### src/rtl/jk_bank_controller.sv
// Command sequencer for a bank of W external JK flip-flops.
// Turns SET/CLEAR/TOGGLE/LOAD/COUNT commands into registered J/K drive
// vectors, keeps a shadow copy of the bank state and flags readback errors.
module jk_bank_controller #(
    parameter int W  = 4,
    parameter int CW = 8
) (
    input  logic          CLK,
    input  logic          RESET,
    input  logic          CMD_VALID,
    output logic          CMD_READY,
    input  logic [2:0]    CMD_OP,
    input  logic [W-1:0]  CMD_DATA,
    input  logic [CW-1:0] CMD_COUNT,
    input  logic          ERR_CLR,
    output logic [W-1:0]  J,
    output logic [W-1:0]  K,
    input  logic [W-1:0]  Q,
    output logic          BUSY,
    output logic          DONE,
    output logic          ERROR
);

    localparam logic [1:0] S_IDLE   = 2'd0;
    localparam logic [1:0] S_DRIVE  = 2'd1;
    localparam logic [1:0] S_SETTLE = 2'd2;
    localparam logic [1:0] S_CHECK  = 2'd3;

    localparam logic [2:0] OP_NOP    = 3'd0;
    localparam logic [2:0] OP_SET    = 3'd1;
    localparam logic [2:0] OP_CLEAR  = 3'd2;
    localparam logic [2:0] OP_TOGGLE = 3'd3;
    localparam logic [2:0] OP_LOAD   = 3'd4;
    localparam logic [2:0] OP_COUNT  = 3'd5;

    logic [1:0]    state;
    logic [W-1:0]  shadow;
    logic [W-1:0]  shadow_next;
    logic [W-1:0]  cnt_vec;
    logic [W-1:0]  acc_j;
    logic [W-1:0]  acc_k;
    logic [CW-1:0] steps;
    logic          accept;
    logic          reserved;
    logic          mismatch;
    logic          err_set;

    assign CMD_READY = (state == S_IDLE) && !RESET;
    assign BUSY      = (state != S_IDLE);
    assign accept    = CMD_VALID && CMD_READY;
    assign reserved  = CMD_OP[2] & CMD_OP[1];
    assign mismatch  = (Q != shadow);
    assign err_set   = (accept && reserved) || ((state == S_CHECK) && mismatch);

    // Increment drive: bit i toggles when all lower shadow bits are one.
    always_comb begin
        logic carry;
        cnt_vec = '0;
        carry   = 1'b1;
        for (int unsigned i = 0; i < W; i++) begin
            cnt_vec[i] = carry;
            carry      = carry & shadow[i];
        end
    end

    // First-step J/K drive for the command being accepted.
    always_comb begin
        acc_j = '0;
        acc_k = '0;
        case (CMD_OP)
            OP_SET:    acc_j = '1;
            OP_CLEAR:  acc_k = '1;
            OP_TOGGLE: begin
                acc_j = CMD_DATA;
                acc_k = CMD_DATA;
            end
            OP_LOAD: begin
                acc_j = CMD_DATA;
                acc_k = ~CMD_DATA;
            end
            OP_COUNT: begin
                if (CMD_COUNT != '0) begin
                    acc_j = cnt_vec;
                    acc_k = cnt_vec;
                end
            end
            default: begin
                acc_j = '0;
                acc_k = '0;
            end
        endcase
    end

    // Shadow state after applying the current J/K drive with JK rules.
    always_comb begin
        shadow_next = shadow;
        for (int unsigned i = 0; i < W; i++) begin
            case ({J[i], K[i]})
                2'b10:   shadow_next[i] = 1'b1;
                2'b01:   shadow_next[i] = 1'b0;
                2'b11:   shadow_next[i] = ~shadow[i];
                default: shadow_next[i] = shadow[i];
            endcase
        end
    end

    // Sequencer: state, registered drive, shadow, remaining steps, DONE pulse.
    always_ff @(posedge CLK or posedge RESET) begin
        if (RESET) begin
            state  <= S_IDLE;
            J      <= '0;
            K      <= '0;
            shadow <= '0;
            steps  <= '0;
            DONE   <= 1'b0;
        end else begin
            DONE <= 1'b0;
            case (state)
                S_IDLE: begin
                    if (accept) begin
                        if (reserved) begin
                            DONE <= 1'b1;
                        end else begin
                            state <= S_DRIVE;
                            J     <= acc_j;
                            K     <= acc_k;
                            if ((CMD_OP == OP_COUNT) && (CMD_COUNT != '0))
                                steps <= CMD_COUNT - CW'(1);
                            else
                                steps <= '0;
                        end
                    end
                end
                S_DRIVE: begin
                    shadow <= shadow_next;
                    J      <= '0;
                    K      <= '0;
                    state  <= S_SETTLE;
                end
                S_SETTLE: begin
                    state <= S_CHECK;
                end
                default: begin
                    if (mismatch) begin
                        // Resynchronise to the real bank and drop the rest.
                        shadow <= Q;
                        steps  <= '0;
                        state  <= S_IDLE;
                        DONE   <= 1'b1;
                    end else if (steps != '0) begin
                        steps <= steps - CW'(1);
                        J     <= cnt_vec;
                        K     <= cnt_vec;
                        state <= S_DRIVE;
                    end else begin
                        state <= S_IDLE;
                        DONE  <= 1'b1;
                    end
                end
            endcase
        end
    end

    // Sticky error flag; a new error event takes priority over ERR_CLR.
    always_ff @(posedge CLK or posedge RESET) begin
        if (RESET)
            ERROR <= 1'b0;
        else if (err_set)
            ERROR <= 1'b1;
        else if (ERR_CLR)
            ERROR <= 1'b0;
    end

endmodule

### config.mk
export PLATFORM = sky130hd
export DESIGN_NAME = jk_bank_controller
export DESIGN_NICKNAME = d
export VERILOG_FILES = /design/src/rtl/jk_bank_controller.sv
export SDC_FILE = /design/constraint.sdc
export NUM_CORES = 1
export LEC_CHECK = 0
export CORE_MARGIN = 2
export CORE_UTILIZATION = 45
export CTS_CLUSTER_DIAMETER = 60
export CTS_CLUSTER_SIZE = 20
export DETAILED_ROUTE_END_ITERATION = 12
export PLACE_DENSITY = 0.7
export SLEW_MARGIN = 20
export SYNTH_ARGS = -nofsm -noshare
export SYNTH_HDL_FRONTEND = slang
export SYNTH_SLANG_ARGS = --single-unit
### constraint.sdc
create_clock -name CLK -period 6.8 [get_ports CLK]
set_clock_uncertainty 0.2 [all_clocks]
set_input_delay 0.68 -clock CLK [delete_from_list [all_inputs] [get_ports CLK]]
set_output_delay 0.68 -clock CLK [all_outputs]
set_load 0.005 [all_outputs]
==> impl_metrics.toml, run 1 <==
[global_route]
antenna_found_initial = 0
grt_pass1_wl_mm = 7.728
grt_start_max_net_pins = 26
first_global_vias = 1671
grt_overflow_total = 0
track_usage = 0.1901

[worst_setup_path]
crit_arrival_ns = 3.05
end_kind = "register"
rr_startpoint = "steps[0]"
critPathKind = "in -> reg"
r2r_slack_ns = 4.22
path_max_fanout = 16
r2r-end = "steps[3]"
reg2reg_depth = 7
cp.required_ns = 6.76
start_kind = "primary input"

[pwr]
leakagePower_nw = 1.009
power_mw = 0.9180
ir_drop_uv = 162.6
power_density_mw_per_mm2 = 384.9

[placed_design]
port_buffers = 34
dp_cells = 296
dp_hpwl_mm = 3.315
pre_cts_slack_ns = 3.411
gp_congestion = 0.8511

[drt]
dr.pass1.iters = 4
post-route-drc-count = 0
first_iter_violations = 103
dr_total_vias = 1740
routedWlPerCell_um = 14.46
ant_nets = 0
detail_route.vias_per_cell = 5.800
wirelength_mm = 4.339

[synthesis]
syn_inst = 218
mappedNetlistArea_mm2 = 0.001941
netlist-cell-type-count = 51
synth.top_cell.area_share = 0.3095
ys_ff_latch = 24
synth-main-ff-cell = "dfrtp_1"
synth_largest_area_cell = "dfrtp_1"
synth_edf_count = 0
avgSynthCellArea_um2 = 8.902
ys_warn_count = 0
synth_nets = 256
synthArstFlopShare = 1.000
yosysSeqAreaShare = 0.3095
synthTopCellsByArea = "dfrtp_1 31%, ha_1 9.7%, mux2i_1 5.7%, o21ai_0 5.2%, inv_1 3.3%"

[hold_path]
hold_class = "reg -> reg"
worstHoldPathCells = 2
hold_end = "ERROR"
min_from = "ERROR"

[sta]
rsz0062_at_grt = "no"
slew_violations = 0
finalHoldViolations = 0
finalCriticalPeriod_ns = 3.091
tns_ns = 0
worst_pin_slew_ns = 0.9204
setup_viol = 0
max_slew_margin = 0.3826
worst_slack_ns = 3.709
finalCritPeriodShare = 0.4545
whs_ns = 0.3168
timing.fmax_ghz = 0.3235

[run_status]
status = "finished, final reports clean"

[floorplan]
initial_utilization = 0.4749
io-pin-count = 35
core_mm2 = 0.004086
die_x_um = 69.67
row_count = 23
fp.dieArea_mm2 = 0.004854
fp.dieH_um = 69.67

[job]
cap_viol_max_count = 0

[clock_tree]
clock_path_buffers = 2
clk_latency_ns = 0.27
post_cts_buffers = 0
numCtsBuffers = 3
htreeDepth = 1
clock_sinks = 24
hold_buffers = 0
cts.root.buffer_cell = "clkbuf_8"
path_clk_slew_ns = 0.09
cts_tree = "built"
cts_resized = 0

[layout]
finalNonFillerCells = 300
n_antenna_cell = 0
nNetsFinal = 289
areaGrowthSynthToFinish_pct = 22.89
fillers = 400
drive_gt1_frac = 0.05200
## state kept, by name, indices dropped and copies added, names as in the netlist
| register | count |
|---|---|
| DONE | 1 |
| steps | 8 |
| K | 4 |
| J | 4 |
| shadow | 4 |
| ERROR | 1 |
| state | 2 |
## logic make-up after synthesis
| logic type | share of synthesized area |
|---|---|
| adders and majority gates | 0.09671 |
| and+or+nand+nor | 0.1966 |
| AOI/OAI and AO/OA | 0.2224 |
| muxes | 0.08575 |
| DFF | 0.3095 |
| xor gates and xnor gates | 0.04062 |
| buffers and inverters | 0.04836 |
## synthesized netlist by cell type, types with 3 or more instances
| library cell | instances |
|---|---|
| a211oi_1 | 4 |
| a21oi_1 | 9 |
| a22o_1 | 6 |
| clkbuf_1 | 5 |
| dfrtp_1 | 24 |
| ha_1 | 15 |
| inv_1 | 17 |
| mux2_1 | 3 |
| mux2i_1 | 11 |
| nand2_1 | 13 |
| nand2b_1 | 6 |
| nand3_1 | 5 |
| nor2_1 | 11 |
| nor2b_1 | 4 |
| nor3_1 | 5 |
| nor3b_1 | 3 |
| o21ai_0 | 20 |
| o22ai_1 | 7 |
| or4_1 | 3 |
| xnor2_1 | 7 |
## layer usage
layer,vias to the layer above,track usage,share of wire
met4,0,0.02564,0.0046
met1,824,0.2878,0.51
met5,-,0,0
li1,872,-,-
met2,42,0.2959,0.44
met3,2,0.02616,0.041
## worst max-delay path: stages
cell             delay, ns
clkdlybuf4s50_1       0.56
ha_1                  0.30
or3b_1                0.42
a21oi_1               0.17
o31a_1                0.47
o21ai_0               0.18
a22o_1                0.26
## metrics by stage
| step | util | instance area, um2 |
|---|---|---|
| CTS | 0.5836 | 2385 |
| finish | 0.5836 | 2385 |
| global route | 0.5836 | 2385 |
| floorplan | - | 1941 |
| global placement | 0.5661 | 2313 |
| detailed placement | 0.5661 | 2313 |
## area by class of cell
cell class	count	area, um2	share of cell area
Clock buffer	3	41.29	0.01731
Clock inverter	1	30.03	0.01259
Inverter	17	63.81	0.02676
Multi-Input combinational cell	171	1246	0.5226
Sequential cell	24	600.6	0.2518
Tap cell	50	62.56	0.02623
Timing Repair Buffer	34	340.3	0.1427
## cell usage in the layout, fill, tap and decap left out, types with 2 or more instances in the layout
cell type / count
clkdlybuf4s50_1: 34
dfrtp_1: 24
o21ai_0: 20
inv_1: 16
ha_1: 15
nand2_1: 13
nor2_1: 11
mux2i_1: 11
a21oi_1: 9
xnor2_1: 7
o22ai_1: 7
nand2b_1: 6
a22o_1: 6
nor3_1: 5
nand3_1: 5
a211oi_1: 4
nor2b_1: 4
nor3b_1: 3
or4_1: 3
mux2_1: 3
clkbuf_8: 3
nand4_1: 2
o21ai_1: 2
and3b_1: 2
o31ai_1: 2
mux2_2: 2
xor2_1: 2
o32ai_1: 2
o221ai_1: 2
o21a_1: 2
## power by group
group	internal, mW	switching, mW
Clock	0.0787	0.0487
Sequential	0.204	0.0676
Combinational	0.254	0.265
## worst max path at each step
stage	start	to	slack, ns	cells past startpoint
CTS	CMD_OP[1]	steps[3]	3.70	7
finish	CMD_OP[1]	steps[3]	3.71	7
detailed placement	CMD_OP[1]	steps[3]	3.41	7
floorplan	CMD_COUNT[0]	J[3]	4.35	7
global route	CMD_OP[1]	steps[3]	3.47	7
global placement	CMD_OP[1]	steps[3]	3.49	7
Power figures use the tool's default switching activity.
==> inputs of run 2 (changes only) <==
==> constraint.sdc (replaced) <==
create_clock -name CLK -period 3.15 [get_ports CLK]
set_clock_uncertainty 0.2 [all_clocks]
set_input_delay 0.315 -clock CLK [delete_from_list [all_inputs] [get_ports CLK]]
set_output_delay 0.315 -clock CLK [all_outputs]
set_load 0.005 [all_outputs]
==> run 2 against run 1 <==
First-iteration DRC count grew 18%; setup slack lost 3.2 ns; final cell count grew 2.0%; count of clock-buffer cells in the layout grew 1; non-clock buffer count grew 6; clock power grew 73%; die area is the same; largest cell class unchanged.
==> impl_metrics.toml, run 2 (synthesis gave the netlist of run 1 again) <==
[sta]
finalHoldViolations = 0
finalCritPeriodShare = 0.8462
worst_slack_ns = 0.4846
rsz0062_at_grt = "no"
slew_violations = 0
max_slew_margin = 0.6254
worst_pin_slew_ns = 0.5585
setup_viol = 0
finalCriticalPeriod_ns = 2.665
timing.fmax_ghz = 0.3752
tns_ns = 0

[layout]
largest_reg_flops = 8
final_common_cell = "clkdlybuf4s50_1"
multi_input_area_mm2 = 0.001246
areaGrowthSynthToFinish_pct = 24.37
nNetsFinal = 295
drive_gt1_frac = 0.07422
fin_area_mm2 = 0.002414
fillers = 390
seq_area_um2 = 600.6
final_cell_mix = "34 x clkdlybuf4s50_1, 24 x dfrtp_1, 20 x o21ai_0, 17 x inv_1, 15 x ha_1"
fin_util = 0.5906
n_antenna_cell = 0
top_register = "steps"

[placed_design]
dp_hpwl_mm = 3.519
pre_cts_slack_ns = 0.3396
gp_congestion = 0.8573
post_dp_cell_area_mm2 = 0.002359
port_buffers = 34

[clock_tree]
path_clk_slew_ns = 0.09
hold_buffers = 0
clock_path_buffers = 2
cts_tree = "built"
clk_latency_ns = 0.27
numCtsBuffers = 3
clock_sinks = 24
post_cts_buffers = 0
htreeDepth = 1
cts_resized = 0
cts.root.buffer_cell = "clkbuf_8"

[floorplan]
die_x_um = 69.67
fp.dieH_um = 69.67
row_count = 23
fp.dieArea_mm2 = 0.004854
initial_utilization = 0.4749
io-pin-count = 35
core_mm2 = 0.004086

[global_route]
grt_start_max_net_pins = 25
first_global_vias = 1718
grt_pass1_wl_mm = 8.148
grt_overflow_total = 0
antenna_found_initial = 0
track_usage = 0.2015

[worst_setup_path]
slowest_delay_ns = 0.51
cp_common_cell = "inv_1"
crit_family = "buffers and inverters"
crit_arrival_ns = 2.15
crit_path_top_delay_cell = "clkdlybuf4s50_1"
start_kind = "register"
path_cells = "inv_1 -> ha_1 -> inv_1 -> nor2_1 -> clkdlybuf4s50_1"
cp.required_ns = 2.63
end_kind = "primary output"
cp_num_buf_inv = 3
path_max_fanout = 16
critPathKind = "reg -> out"

[hold_path]
hold_class = "reg -> reg"

[pwr]
power_mw = 1.936
leakagePower_nw = 1.036
power_density_mw_per_mm2 = 802.0
ir_drop_uv = 318.4

[run_status]
status = "finished, final reports clean"

[drt]
wirelength_mm = 4.495
first_iter_violations = 122
dr.pass1.iters = 4
dr_total_vias = 1762
routedWlPerCell_um = 14.69
post-route-drc-count = 0
detail_route.vias_per_cell = 5.758
ant_nets = 0

[job]
cap_viol_max_count = 0
## run 2: cell types whose count changed in the layout (fill, tap and decap cells not counted)
cell,before,now
clkinv_1,1,0
inv_1,16,17
bufinv_16,1,0
clkbuf_8,3,4
buf_4,0,6
## run 2: worst paths after layout
check                          from  cells past startpoint  slack, ns   endpoint
max reg2reg                steps[0]                      6       0.57   steps[5]
max in group asynchronous     RESET                      3       2.16   steps[1]
max                        state[0]                      5       0.48  CMD_READY
min reg2reg                   ERROR                      2       0.32      ERROR
min                           ERROR                      2       0.32      ERROR
min in group asynchronous     RESET                      3       0.34       K[3]
## run 2: stage by stage
step / hold slack, ns / cells
floorplan: 0.1381 / 218
global placement: 0.2975 / 302
detailed placement: 0.3067 / 302
CTS: 0.3301 / 306
global route: 0.3602 / 306
finish: 0.3237 / 306
## run 2: per-layer routing
metal,vias to the layer above,global-route usage,wire [um]
met5,-,0,0
met4,0,0.04487,38
met3,4,0.02180,195
met2,46,0.3034,1962
met1,824,0.3101,2299
li1,888,-,-
## run 2: area by class of cell
type / count / share of cell area
Sequential cell: 24 / 0.2488
Inverter: 17 / 0.02644
Tap cell: 50 / 0.02592
Timing Repair Buffer: 40 / 0.1597
Multi-Input combinational cell: 171 / 0.5163
Clock buffer: 4 / 0.02281
## run 2: where the power goes
| part | internal [mW] | leakage, nW | switching [mW] |
|---|---|---|---|
| sequential | 0.441 | 0.308 | 0.145 |
| combinational | 0.553 | 0.700 | 0.576 |
| clock | 0.112 | 0.0288 | 0.108 |
| total | 1.11 | 1.04 | 0.830 |
## run 2: worst reg2reg max path, cell delays in order (launching register included)
cell     delay, ns
dfrtp_1       0.42
inv_1         0.07
ha_1          0.17
or4b_4        0.50
or4_1         0.42
o31a_1        0.42
a22o_1        0.27
